==> config.mk <==
export PLATFORM = sky130hd
export DESIGN_NAME = blake2_round_ctrl
export DESIGN_NICKNAME = d
export VERILOG_FILES = /design/src/rtl/blake2_pkg.sv /design/src/rtl/blake2_t_counter.sv /design/src/rtl/blake2_round_ctrl.sv
export SDC_FILE = /design/constraint.sdc
export NUM_CORES = 1
export LEC_CHECK = 0
export BUFFER_PORTS_ARGS = -buffer_cell sky130_fd_sc_hd__buf_2
export CORE_AREA = 2 2 122 124
export CTS_CLUSTER_DIAMETER = 120
export CTS_CLUSTER_SIZE = 20
export DETAILED_ROUTE_END_ITERATION = 12
export DIE_AREA = 0 0 124 126
export PLACE_DENSITY = 0.58
export SLEW_MARGIN = 15
export SYNTH_ARGS = -nofsm -noshare
export SYNTH_HDL_FRONTEND = slang
export SYNTH_SLANG_ARGS = --single-unit
==> constraint.sdc <==
create_clock -name clk -period 2.9 [get_ports clk]
set_input_delay 0.58 -clock clk [delete_from_list [all_inputs] [get_ports clk]]
set_output_delay 0.58 -clock clk [all_outputs]
set_load 0.01 [all_outputs]
==> src/rtl/blake2_pkg.sv <==
// Shared constants for the BLAKE2 round controller: FSM state encodings,
// block size, round counts for the s/b variants and the offset counter width.
package blake2_pkg;

  localparam logic [1:0] ST_IDLE  = 2'd0;
  localparam logic [1:0] ST_INIT  = 2'd1;
  localparam logic [1:0] ST_COMP  = 2'd2;
  localparam logic [1:0] ST_FINAL = 2'd3;

  localparam int BLOCK_BYTES = 64;
  localparam int ROUNDS_S    = 10;
  localparam int ROUNDS_B    = 12;
  localparam int T_W         = 64;

endpackage

==> src/rtl/blake2_t_counter.sv <==
// 64-bit BLAKE2 byte offset counter: restarts on a first block, accumulates
// the block byte count on every accepted block, wraps modulo 2^64.
module blake2_t_counter
  import blake2_pkg::*;
(
  input  logic           clk,
  input  logic           reset,
  input  logic           load,
  input  logic           first,
  input  logic [6:0]     bytes,
  output logic [T_W-1:0] t
);

  always_ff @(posedge clk or posedge reset) begin
    if (reset) begin
      t <= '0;
    end else if (load) begin
      t <= (first ? '0 : t) + T_W'(bytes);
    end
  end

endmodule

==> src/rtl/blake2_round_ctrl.sv <==
// BLAKE2 compression sequencer: init, 2*ROUNDS column/diagonal G steps, finalize.
// Optional protocol checker enabled by defining BLAKE2_PROTO_CHK_EN.
module blake2_round_ctrl
  import blake2_pkg::*;
#(
  parameter int ROUNDS = ROUNDS_S,
  parameter int RND_W  = 4
) (
  input  logic             clk,
  input  logic             reset,
  input  logic             block_v_i,
  input  logic             block_first_i,
  input  logic             block_last_i,
  input  logic [6:0]       block_bytes_i,
  output logic             block_ready_o,
  output logic             h_init_o,
  output logic             v_init_o,
  output logic             g_v_o,
  output logic             sel_diag_o,
  output logic [RND_W-1:0] round_o,
  output logic [T_W-1:0]   t_o,
  output logic             f_o,
  output logic             finalize_o,
`ifdef BLAKE2_PROTO_CHK_EN
  output logic             proto_err_o,
`endif
  output logic             digest_v_o
);

  localparam int STEP_W = RND_W + 1;
  localparam logic [STEP_W-1:0] STEP_LAST = STEP_W'(2 * ROUNDS - 1);

  logic [1:0]        state;
  logic [STEP_W-1:0] step;
  logic              first_q;
  logic              last_q;
  logic              f_q;
  logic              accept;

  assign accept = (state == ST_IDLE) && block_v_i;

  // NOTE: sequential state uses non-blocking assignments so every register
  // samples pre-edge values regardless of statement order.
  always_ff @(posedge clk or posedge reset) begin
    if (reset) begin
      state   <= ST_IDLE;
      step    <= '0;
      first_q <= 1'b0;
      last_q  <= 1'b0;
      f_q     <= 1'b0;
    end else begin
      case (state)
        ST_IDLE: if (block_v_i) begin
          first_q <= block_first_i;
          last_q  <= block_last_i;
          f_q     <= block_last_i;
          state   <= ST_INIT;
        end
        ST_INIT: begin
          step  <= '0;
          state <= ST_COMP;
        end
        ST_COMP: begin
          step <= step + 1'b1;
          if (step == STEP_LAST) state <= ST_FINAL;
        end
        ST_FINAL: state <= ST_IDLE;
        default:  state <= ST_IDLE;
      endcase
    end
  end

  blake2_t_counter u_t_counter (
    .clk   (clk),
    .reset (reset),
    .load  (accept),
    .first (block_first_i),
    .bytes (block_bytes_i),
    .t     (t_o)
  );

  // Strobes decode directly from state so an async reset clears them at once.
  assign block_ready_o = (state == ST_IDLE);
  assign v_init_o      = (state == ST_INIT);
  assign h_init_o      = v_init_o && first_q;
  assign g_v_o         = (state == ST_COMP);
  assign sel_diag_o    = g_v_o && step[0];
  assign round_o       = g_v_o ? step[STEP_W-1:1] : '0;
  assign finalize_o    = (state == ST_FINAL);
  assign digest_v_o    = finalize_o && last_q;
  assign f_o           = f_q;

`ifdef BLAKE2_PROTO_CHK_EN
  logic msg_open_q;
  logic proto_err_q;
  logic proto_viol;

  always_comb begin
    // NOTE: default first so no path through this block infers a latch.
    proto_viol = 1'b0;
    if (block_v_i && !block_ready_o)                      proto_viol = 1'b1;
    if (accept && !block_first_i && !msg_open_q)          proto_viol = 1'b1;
    if (block_v_i && block_bytes_i > 7'(BLOCK_BYTES))     proto_viol = 1'b1;
    if (block_v_i && !block_last_i &&
        block_bytes_i != 7'(BLOCK_BYTES))                 proto_viol = 1'b1;
  end

  always_ff @(posedge clk or posedge reset) begin
    if (reset) begin
      msg_open_q  <= 1'b0;
      proto_err_q <= 1'b0;
    end else begin
      if (accept && block_first_i) msg_open_q <= 1'b1;
      else if (digest_v_o)         msg_open_q <= 1'b0;
      if (proto_viol)              proto_err_q <= 1'b1;
    end
  end

  assign proto_err_o = proto_err_q;
`endif

endmodule
==> impl_metrics.py, run 1 <==
metrics = {
    "cells_and_area": {
        "num_antenna_cells": 0,
        "number_of_nets_in_the_final_layout": 587,
        "layout-drive-gt1-share": 0.229,
        "fin_area_mm2": 0.00522,
        "area_growth_syn_to_layout_pct": 24.2,
        "nFillCells": 1479,
    },
    "floorplan": {
        "site_rows": 44,
        "floorplan.initialDensity": 0.293,
        "top_level_port_count": 88,
        "die_h_um": 126,
        "floorplan.die_area_mm2": 0.0156,
        "core_mm2": 0.0143,
        "fp.dieW_um": 124,
    },
    "synth": {
        "post_synth_num_cell_types": 52,
        "synth.cell_area_mm2": 0.00420,
        "post_synth_inst_count": 466,
        "synth_flop_cell": "sky130_fd_sc_hd__dfrtp_1",
        "ys_seq_area_frac": 0.435,
        "synth.net_count": 491,
        "synth_area_per_cell_um2": 9.01,
        "ys_warn_count": 0,
        "async_flop_share": 1.00,
        "number_of_synthesized_flops_with_an_enable_pin": 0,
        "synth_seq_cells": 73,
    },
    "grt": {
        "antenna_found_initial": 0,
        "grt_use_total": 0.157,
        "grt_pass1_vias": 3637,
        "grt_start_max_net_pins": 41,
        "grt_overflow": 0,
        "grt_first_pass_wirelength_um": 19100,
    },
    "setup_path": {
        "endpoint_kind": "register",
        "startpoint": "block_first_i",
        "critical_path_required_ns": 3.17,
        "timing.critical_path.from_type": "input pin",
        "critical_path.max_stage_delay_ns": 0.41,
        "worstPathCellList": "buf_2 -> nor2b_1 -> ha_1 -> fa_1 -> a211oi_1 -> o211ai_1 -> nand4_1 -> buf_4 -> nor4_1 -> xnor2_1",
        "maximum_net_fanout_on_the_critical_path": 10,
        "r2r-start": "u_t_counter.t[0]$_DFFE_PP0P_",
        "cpLargestDelayFamily": "simple AND/OR/NAND/NOR gates",
        "crit_buf_inv": 2,
        "critPathKind": "input pin to register",
        "cp.arrival_ns": 2.79,
        "critPathSlowestCell": "sky130_fd_sc_hd__nor4_1",
    },
    "placement": {
        "dpl-instance-area_mm2": 0.00493,
        "gp_congestion": 0.836,
        "port-buffer-count": 87,
        "dpl.hpwl_um": 8500,
    },
    "pwr": {
        "power.density_mw_per_mm2": 593,
        "cellLeakagePower_uw": 0.00228,
        "ir_drop_uv": 242,
    },
    "timing": {
        "finalSetupViolCount": 0,
        "slew_headroom": 0.465,
        "highest_clock_rate_ghz": 0.396,
        "report.final.slew_viol_count": 0,
        "grt_setup_unrepaired": "no",
        "skew_ns": 0.00541,
        "timing.final.hold_violations": 0,
        "post-route-min-period_ns": 2.52,
        "final.setup.tns_ns": 0,
        "worst_pin_slew_ns": 0.801,
        "min_period_over_period": 0.870,
    },
    "detailed_routing": {
        "wirelength_um": 11700,
        "routed_via_density": 4.98,
        "route.detailed.drc": 0,
        "detail_route.first_pass.iterations": 5,
        "detail-route-antenna-nets": 0,
        "wire_per_inst_um": 15.6,
        "detailedRoute.firstIterationViolations": 251,
        "vias": 3737,
    },
    "clock_network": {
        "worstSkewPairLatency_ns": 0.34,
        "htree_levels": 3,
        "cts.sinks": 73,
        "clockBufferDepth": 2,
        "numCtsBuffers": 9,
        "worst_setup_hold_path_clk_slew_ns": 0.06,
        "clock-root-buffer": "sky130_fd_sc_hd__clkbuf_16",
        "post_cts_buffers": 0,
        "cts_hold_buf": 0,
        "cts_repair_resize_count": 0,
        "tritoncts_clock_tree": "yes",
    },
    "hold_path": {
        "min_path_type": "input pin to asynchronous set/reset pin",
    },
    "job": {
        "max-cap-violations": 0,
    },
    "status": {
        "status": "completed",
    },
}
==> placed cells by master, fill, tap and decap left out, types with 3 or more instances in the layout <==
cell type / synthesis / layout
sky130_fd_sc_hd__nor2_1: 21 / 21
sky130_fd_sc_hd__buf_2: 5 / 87
sky130_fd_sc_hd__inv_1: 15 / 14
sky130_fd_sc_hd__o211ai_1: 6 / 6
sky130_fd_sc_hd__nand4_1: 12 / 12
sky130_fd_sc_hd__ha_1: 12 / 12
sky130_fd_sc_hd__nand3b_1: 5 / 5
sky130_fd_sc_hd__buf_4: 0 / 12
sky130_fd_sc_hd__clkinv_2: 0 / 4
sky130_fd_sc_hd__xor2_1: 16 / 16
sky130_fd_sc_hd__nand2_1: 90 / 90
sky130_fd_sc_hd__nor2b_1: 10 / 10
sky130_fd_sc_hd__xnor2_1: 37 / 37
sky130_fd_sc_hd__a21oi_1: 9 / 9
sky130_fd_sc_hd__and3_1: 4 / 4
sky130_fd_sc_hd__and2_1: 11 / 11
sky130_fd_sc_hd__nor3_1: 21 / 21
sky130_fd_sc_hd__o21ai_0: 19 / 19
sky130_fd_sc_hd__dfrtp_1: 73 / 73
sky130_fd_sc_hd__mux2i_1: 3 / 3
sky130_fd_sc_hd__mux2_2: 3 / 3
sky130_fd_sc_hd__clkbuf_16: 0 / 9
sky130_fd_sc_hd__nor4_1: 14 / 14
sky130_fd_sc_hd__nand3_1: 33 / 33
==> sequential cells by signal, indices dropped and copies added (netlist names) <==
name	count
step	5
f_o	1
state	2
first_q	1
u_t_counter.t	64
==> cells by family (layout without fill, tap and decap cells) <==
kind of cell,count (synthesis),count (layout),share of synthesized area
XOR/XNOR,53,53,0.111
buffers and inverters,31,132,0.0292
flip-flops,73,73,0.435
AO/OA/AOI/OAI,47,47,0.0691
multiplexers,6,6,0.0152
adder cells (fa/ha/maj),13,13,0.0405
AND/OR/NAND/NOR,243,243,0.301
==> synthesized netlist by cell type (all sizes together) (3+ instances only) <==
master	count	share of area
and3	4	0.0060
inv	15	0.013
dfrtp	73	0.43
xnor2	37	0.077
nor2b	10	0.015
nor2	21	0.019
nand3	34	0.042
o211ai	6	0.011
or4	3	0.0063
buf	6	0.0068
xor2	16	0.033
nand4	13	0.021
ha	12	0.036
o21ai	19	0.023
and2	11	0.016
mux2i	3	0.0071
mux2	3	0.0080
a21oi	9	0.011
nor3	21	0.025
clkbuf	10	0.0089
nand3b	5	0.0089
nand2	90	0.080
nor4	16	0.029
==> metrics by stage <==
step	setup slack, ns	instances	hold slack, ns	power, uW	util
floorplan	0.0157	466	0.439	1750	-
CTS	0.421	751	0.423	3130	0.365
detailed placement	0.0834	735	0.483	2020	0.344
global route	0.113	751	0.469	3280	0.365
global placement	0.133	735	0.482	2000	0.344
finish	0.377	751	0.398	3090	0.365
==> metal layers <==
layer  share of wire  wire length (um)  track usage  up-vias
li1                -                 -            -     1818
met1            0.45              5280        0.209     1806
met2            0.47              5520        0.245       95
met3           0.059               695       0.0412       18
met4           0.020               229       0.0575        0
met5               0                 0            0        -
==> cell type report <==
cell class                 count  area, um^2  area share
clock buffer                  10         229      0.0439
inverter                      15        56.3      0.0108
multi-input combinational    362        2250       0.431
clock inverter                 6        58.8      0.0113
sequential                    73        1830       0.350
timing repair buffer         101         566       0.108
tap                          184         230      0.0441
==> power by group <==
group          leakage (uW)  total [uW]  switching [uW]  internal [uW]
sequential         0.000999        1190            75.2           1120
combinational       0.00114         794             474            320
clock              0.000146        1110             445            662
==> worst register-to-register path: cells and delay by family (launching register included) <==
family	cells	cell delay, ns
AO/OA/AOI/OAI	2	0.48
buffers and inverters	1	0.21
flip-flops	1	0.37
AND/OR/NAND/NOR	3	0.73
XOR/XNOR	1	0.16
adder cells (fa/ha/maj)	2	0.46
==> worst paths after layout <==
check / to / slack, ns / cells past startpoint
hold reg to reg: first_q$_DFFE_PP0P_ / 0.49 / 2
max in group asynchronous: u_t_counter.t[62]$_DFFE_PP0P_ / 1.82 / 3
min in group clk: f_o$_DFFE_PP0P_ / 0.47 / 2
setup / recovery: u_t_counter.t[44]$_DFFE_PP0P_ / 0.38 / 10
hold / removal: u_t_counter.t[24]$_DFFE_PP0P_ / 0.40 / 2
setup reg to reg: u_t_counter.t[44]$_DFFE_PP0P_ / 0.41 / 9
No activity file was read; power rests on OpenSTA's default activity.
==> run 2, diff against run 1 <==
--- a/config.mk
+++ b/config.mk
@@ -6,12 +6,12 @@
 export NUM_CORES = 1
 export LEC_CHECK = 0
 export BUFFER_PORTS_ARGS = -buffer_cell sky130_fd_sc_hd__buf_2
-export CORE_AREA = 2 2 122 124
+export CORE_AREA = 2 2 100 102
 export CTS_CLUSTER_DIAMETER = 120
 export CTS_CLUSTER_SIZE = 20
 export DETAILED_ROUTE_END_ITERATION = 12
-export DIE_AREA = 0 0 124 126
-export PLACE_DENSITY = 0.58
+export DIE_AREA = 0 0 102 104
+export PLACE_DENSITY = 0.79
 export SLEW_MARGIN = 15
 export SYNTH_ARGS = -nofsm -noshare
 export SYNTH_HDL_FRONTEND = slang
==> constraint.sdc (replaced) <==
create_clock -name clk -period 2.1 [get_ports clk]
set_input_delay 0.42 -clock clk [delete_from_list [all_inputs] [get_ports clk]]
set_output_delay 0.42 -clock clk [all_outputs]
set_load 0.01 [all_outputs]
==> run 2 against run 1 <==
The flow now finishes with violations (setup timing). Register-to-register slack worse by 0.71 ns. Non-clock buffer count increased by 91. Sequential power increased by 39%. Final area rose by 24%. Worst setup slack got worse by 0.68 ns. Highest routed layer unchanged. Clock skew decreased by 0.00058 ns. Die area fell by 32%. Via count increased by 20%.
==> impl_metrics.py, run 2 (synthesis results as in run 1) <==
metrics = {
    "clock_network": {
        "worstSkewPairLatency_ns": 0.35,
        "clock-root-buffer": "sky130_fd_sc_hd__clkbuf_8",
        "worst_setup_hold_path_clk_slew_ns": 0.08,
        "cts.sinks": 73,
        "numCtsBuffers": 9,
        "clockBufferDepth": 2,
        "tritoncts_clock_tree": "yes",
        "htree_levels": 3,
    },
    "setup_path": {
        "timing.critical_path.from_type": "register",
        "r2r_cells": 10,
        "critPathKind": "register to register",
        "endpoint_kind": "register",
        "cp.arrival_ns": 2.67,
        "maximum_net_fanout_on_the_critical_path": 5,
        "critical_path_required_ns": 2.37,
        "setup.reg_to_reg.worst_slack_ns": -0.30,
    },
    "timing": {
        "slew_headroom": 0.653,
        "post-route-min-period_ns": 2.40,
        "timing.final.hold_violations": 0,
        "grt_setup_unrepaired": "yes",
        "setup_ws_ns": -0.298,
        "highest_clock_rate_ghz": 0.417,
        "min_period_over_period": 1.14,
        "worst_pin_slew_ns": 0.520,
        "finalSetupViolCount": 52,
        "report.final.slew_viol_count": 0,
        "skew_ns": 0.00483,
    },
    "grt": {
        "grt_start_max_net_pins": 54,
        "antenna_found_initial": 0,
        "grt_overflow": 0,
        "grt_use_total": 0.260,
        "grt_first_pass_wirelength_um": 21900,
        "grt_pass1_vias": 4439,
    },
    "placement": {
        "dpl.hpwl_um": 9140,
        "gp_congestion": 0.869,
        "port-buffer-count": 87,
        "dpl_worst_slack_ns": -0.529,
        "numPlacedInstances": 748,
    },
    "cells_and_area": {
        "post_layout_nonfiller_instances": 791,
        "mostFrequentLayoutCell": "sky130_fd_sc_hd__nand2_1",
        "layout-drive-gt1-share": 0.453,
        "num_antenna_cells": 0,
        "number_of_nets_in_the_final_layout": 679,
        "finish.utilization": 0.677,
        "largest_register": "u_t_counter.t",
        "largest_register_ffs": 64,
        "nFillCells": 674,
        "reg.largest.list": "u_t_counter.t x64, step x5, state x2",
        "mostFrequentLayoutCells": "sky130_fd_sc_hd__nand2_1 (87), sky130_fd_sc_hd__buf_2 (86), sky130_fd_sc_hd__buf_4 (84)",
        "area_growth_syn_to_layout_pct": 54.0,
    },
    "status": {
        "failing_checks": "setup timing",
        "status": "complete, but fails checks",
    },
    "detailed_routing": {
        "wire_per_inst_um": 18.9,
        "wirelength_um": 15000,
        "vias": 4487,
        "detailedRoute.firstIterationViolations": 331,
        "route.detailed.drc": 0,
        "detail_route.first_pass.iterations": 5,
        "routed_via_density": 5.67,
        "detail-route-antenna-nets": 0,
    },
    "floorplan": {
        "floorplan.initialDensity": 0.440,
        "floorplan.die_area_mm2": 0.0106,
        "site_rows": 36,
        "die_h_um": 104,
        "top_level_port_count": 88,
        "fp.dieW_um": 102,
        "core_mm2": 0.00955,
    },
    "job": {
        "max-cap-violations": 0,
    },
    "hold_path": {
        "min_path_type": "input pin to asynchronous set/reset pin",
    },
    "pwr": {
        "ir_drop_uv": 795,
        "power.density_mw_per_mm2": 703,
        "cellLeakagePower_uw": 0.00309,
        "pnr_total_power_uw": 4550,
    },
}
[run 2: final cells by class]
| class | count | area [um^2] | area share |
|---|---|---|---|
| repair buffers | 192 | 1340 | 0.206 |
| clock inverters | 4 | 45.0 | 0.00696 |
| clock buffers | 11 | 131 | 0.0203 |
| flip-flops and latches | 73 | 1830 | 0.282 |
| inverters | 15 | 60.1 | 0.00928 |
| well taps | 133 | 166 | 0.0257 |
| multi-input cells | 363 | 2900 | 0.449 |
[run 2: where the power goes]
part	leakage, uW	switching, uW	total (uW)	internal, uW
logic	0.00199	954	1830	871
clock network	0.0000929	535	1070	538
registers	0.000999	111	1650	1540
total	0.00309	1600	4550	2950
[run 2: stage by stage]
stage | cell area, um^2 | hold WS [ns] | TNS [ns]
after floorplan | 4380 | 0.439 | -8.19
after global placement | 5500 | 0.470 | -15.68
after detailed placement | 5500 | 0.481 | -20.76
after CTS | 6090 | 0.115 | -3.86
after global routing | 6470 | 0.135 | -12.33
final | 6470 | 0.101 | -8.42
[run 2: repair_timing]
item                       in CTS  in global routing
pin swaps                      35                 51
resized for setup              50                 61
hold buffers                    0                  0
setup endpoints to repair      55                 57
gates cloned                    1                  0
buffers inserted               17                 10
[run 2: per-layer routing]
metal / track usage / wire, um
met1: 0.317 / 5540
met2: 0.453 / 7680
met3: 0.0544 / 1150
met4: 0.0838 / 578
met5: 0 / 0
[run 2: final timing paths]
check / start / end
setup / recovery: u_t_counter.t[0]$_DFFE_PP0P_ / u_t_counter.t[40]$_DFFE_PP0P_
hold / removal: reset / u_t_counter.t[29]$_DFFE_PP0P_
setup reg to reg: u_t_counter.t[0]$_DFFE_PP0P_ / u_t_counter.t[40]$_DFFE_PP0P_
hold reg to reg: u_t_counter.t[32]$_DFFE_PP0P_ / u_t_counter.t[32]$_DFFE_PP0P_
max in group asynchronous: reset / first_q$_DFFE_PP0P_
min in group clk: block_last_i / f_o$_DFFE_PP0P_
[run 2: critical path, stage by stage, from the launching register on]
cell	delay, ns
sky130_fd_sc_hd__dfrtp_1	0.39
sky130_fd_sc_hd__nor2b_4	0.20
sky130_fd_sc_hd__ha_4	0.17
sky130_fd_sc_hd__fa_2	0.22
sky130_fd_sc_hd__a211oi_2	0.08
sky130_fd_sc_hd__o211ai_1	0.31
sky130_fd_sc_hd__nand4_1	0.19
sky130_fd_sc_hd__buf_4	0.19
sky130_fd_sc_hd__buf_6	0.12
sky130_fd_sc_hd__or3_4	0.37
sky130_fd_sc_hd__o211ai_1	0.08
==> run 3, diff against run 2 <==
--- a/config.mk
+++ b/config.mk
@@ -6,12 +6,13 @@
 export NUM_CORES = 1
 export LEC_CHECK = 0
 export BUFFER_PORTS_ARGS = -buffer_cell sky130_fd_sc_hd__buf_2
-export CORE_AREA = 2 2 100 102
+export CORE_AREA = 2 2 77 133
+export CTS_BUF_LIST = sky130_fd_sc_hd__clkbuf_4 sky130_fd_sc_hd__clkbuf_8
 export CTS_CLUSTER_DIAMETER = 120
 export CTS_CLUSTER_SIZE = 20
 export DETAILED_ROUTE_END_ITERATION = 12
-export DIE_AREA = 0 0 102 104
-export PLACE_DENSITY = 0.79
+export DIE_AREA = 0 0 79 135
+export PLACE_DENSITY = 0.76
 export SLEW_MARGIN = 15
 export SYNTH_ARGS = -nofsm -noshare
 export SYNTH_HDL_FRONTEND = slang
==> constraint.sdc (replaced) <==
create_clock -name clk -period 3 [get_ports clk]
set_input_delay 0.6 -clock clk [delete_from_list [all_inputs] [get_ports clk]]
set_output_delay 0.6 -clock clk [all_outputs]
set_load 0.01 [all_outputs]
==> run 3 against run 2 <==
The flow now finishes without violations. Sequential cell count stayed put. First-iteration DRC count down 17%. Power down 40%. Clock power decreased by 25%.
==> impl_metrics.py, run 3 (synthesis results as in run 1) <==
metrics = {
    "status": {
        "status": "completed",
    },
    "floorplan": {
        "floorplan.initialDensity": 0.441,
        "site_rows": 47,
        "die_h_um": 135,
        "core_mm2": 0.00953,
        "fp.dieW_um": 79,
        "top_level_port_count": 88,
        "floorplan.die_area_mm2": 0.0107,
    },
    "cells_and_area": {
        "fin_area_mm2": 0.00500,
        "mostFrequentLayoutCell": "sky130_fd_sc_hd__nand2_1",
        "largest_register": "u_t_counter.t",
        "mostFrequentLayoutCells": "sky130_fd_sc_hd__nand2_1 (90), sky130_fd_sc_hd__buf_2 (87), sky130_fd_sc_hd__dfrtp_1 (73)",
        "num_antenna_cells": 0,
        "layout-drive-gt1-share": 0.227,
        "area_growth_syn_to_layout_pct": 19.2,
        "largest_register_ffs": 64,
        "reg.largest.list": "u_t_counter.t x64, step x5, state x2",
        "number_of_nets_in_the_final_layout": 584,
    },
    "timing": {
        "slew_headroom": 0.554,
        "report.final.slew_viol_count": 0,
        "final.setup.tns_ns": 0,
        "grt_setup_unrepaired": "no",
        "min_period_over_period": 0.844,
        "post-route-min-period_ns": 2.53,
        "finalSetupViolCount": 0,
        "skew_ns": 0.0124,
        "timing.final.hold_violations": 0,
        "setup_ws_ns": 0.469,
        "final.hold.worst_slack_ns": 0.330,
        "worst_pin_slew_ns": 0.668,
        "highest_clock_rate_ghz": 0.395,
    },
    "setup_path": {
        "r2r-start": "u_t_counter.t[6]$_DFFE_PP0P_",
        "setup.reg_to_reg.worst_slack_ns": 0.47,
        "critPathKind": "register to register",
        "endpoint_kind": "register",
        "timing.critical_path.from_type": "register",
        "worstPathCellList": "nor2b_1 -> ha_1 -> o21a_1 -> o2111ai_1 -> nand3b_1 -> nor4_1 -> xnor2_1",
        "maximum_net_fanout_on_the_critical_path": 7,
        "critPathSlowestCell": "sky130_fd_sc_hd__nor4_1",
        "crit_buf_inv": 0,
        "critical_path_required_ns": 3.29,
        "critical_path.max_stage_delay_ns": 0.53,
        "startpoint": "u_t_counter.t[6]$_DFFE_PP0P_",
        "cp.arrival_ns": 2.82,
        "cpLargestDelayFamily": "simple AND/OR/NAND/NOR gates",
    },
    "clock_network": {
        "numCtsBuffers": 9,
        "htree_levels": 3,
        "cts_repair_resize_count": 0,
        "clockBufferDepth": 2,
        "post_cts_buffers": 0,
        "clock-root-buffer": "sky130_fd_sc_hd__clkbuf_8",
        "cts.sinks": 73,
        "worst_setup_hold_path_clk_slew_ns": 0.08,
        "cts_hold_buf": 0,
        "tritoncts_clock_tree": "yes",
        "worstSkewPairLatency_ns": 0.36,
    },
    "detailed_routing": {
        "detailedRoute.firstIterationViolations": 274,
        "vias": 3796,
        "detail-route-antenna-nets": 0,
        "routed_via_density": 5.53,
        "wire_per_inst_um": 16.3,
        "route.detailed.drc": 0,
        "wirelength_um": 11200,
        "detail_route.first_pass.iterations": 4,
    },
    "grt": {
        "antenna_found_initial": 0,
        "grt_start_max_net_pins": 52,
        "grt_use_total": 0.222,
        "grt_pass1_vias": 3807,
        "grt_overflow": 0,
        "grt_first_pass_wirelength_um": 18500,
    },
    "pwr": {
        "ir_drop_uv": 475,
        "power.density_mw_per_mm2": 545,
        "pnr_total_power_uw": 2730,
        "cellLeakagePower_uw": 0.00222,
    },
    "job": {
        "max-cap-violations": 0,
    },
    "hold_path": {
        "min_path_type": "input pin to asynchronous set/reset pin",
    },
    "placement": {
        "dpl.hpwl_um": 8250,
        "gp_congestion": 0.871,
        "port-buffer-count": 87,
        "dpl-instance-area_mm2": 0.00480,
        "dpl_worst_slack_ns": 0.127,
    },
}
run 3: cell types whose count changed in the layout (fill, tap and decap cells not counted), moves of 9 or more:
cell	delta
sky130_fd_sc_hd__buf_4	-73
sky130_fd_sc_hd__buf_6	-19
sky130_fd_sc_hd__nor3_1	+17
sky130_fd_sc_hd__nor4_1	+12
sky130_fd_sc_hd__nor3_4	-10
sky130_fd_sc_hd__nor4_4	-9
run 3: worst paths after layout:
path	depth (start not counted)	endpoint
worst max-delay path	7	u_t_counter.t[61]$_DFFE_PP0P_
worst min-delay path	2	step[4]$_DFFE_PP0P_
worst max register to register	7	u_t_counter.t[61]$_DFFE_PP0P_
worst min register to register	2	u_t_counter.t[3]$_DFFE_PP0P_
max in group asynchronous	3	u_t_counter.t[30]$_DFFE_PP0P_
min in group clk	2	f_o$_DFFE_PP0P_
run 3: worst register-to-register path: stages (launching register included):
cell and delay (ns):
sky130_fd_sc_hd__dfrtp_1 0.40, sky130_fd_sc_hd__nor2b_1 0.14, sky130_fd_sc_hd__ha_1 0.35, sky130_fd_sc_hd__o21a_1 0.17, sky130_fd_sc_hd__o2111ai_1 0.24, sky130_fd_sc_hd__nand3b_1 0.47, sky130_fd_sc_hd__nor4_1 0.53, sky130_fd_sc_hd__xnor2_1 0.17
run 3: final cells by class:
class	instances	area, um^2
Fill cell	926	4520
Multi-Input combinational cell	362	2250
Tap cell	122	153
Clock inverter	5	55.1
Clock buffer	11	145
Sequential cell	73	1830
Timing Repair Buffer	98	518
Inverter	15	56.3
run 3: routing by layer:
metal | wire length (um) | track usage | vias up
li1 | - | - | 1807
met1 | 4210 | 0.249 | 1829
met2 | 6030 | 0.393 | 128
met3 | 561 | 0.0448 | 32
met4 | 371 | 0.111 | 0
met5 | 0 | 0 | -
run 3: power breakdown:
part           internal, uW  total (uW)  switching, uW  leakage (uW)
sequential             1080        1150           73.0      0.000999
clock                   413         807            393     0.0000987
combinational           304         768            464       0.00112
run 3: metrics by stage:
stage	util	std cells
finish	0.525	686
global route	0.525	686
CTS	0.525	686
detailed placement	0.504	670
global placement	0.504	670
floorplan	-	466
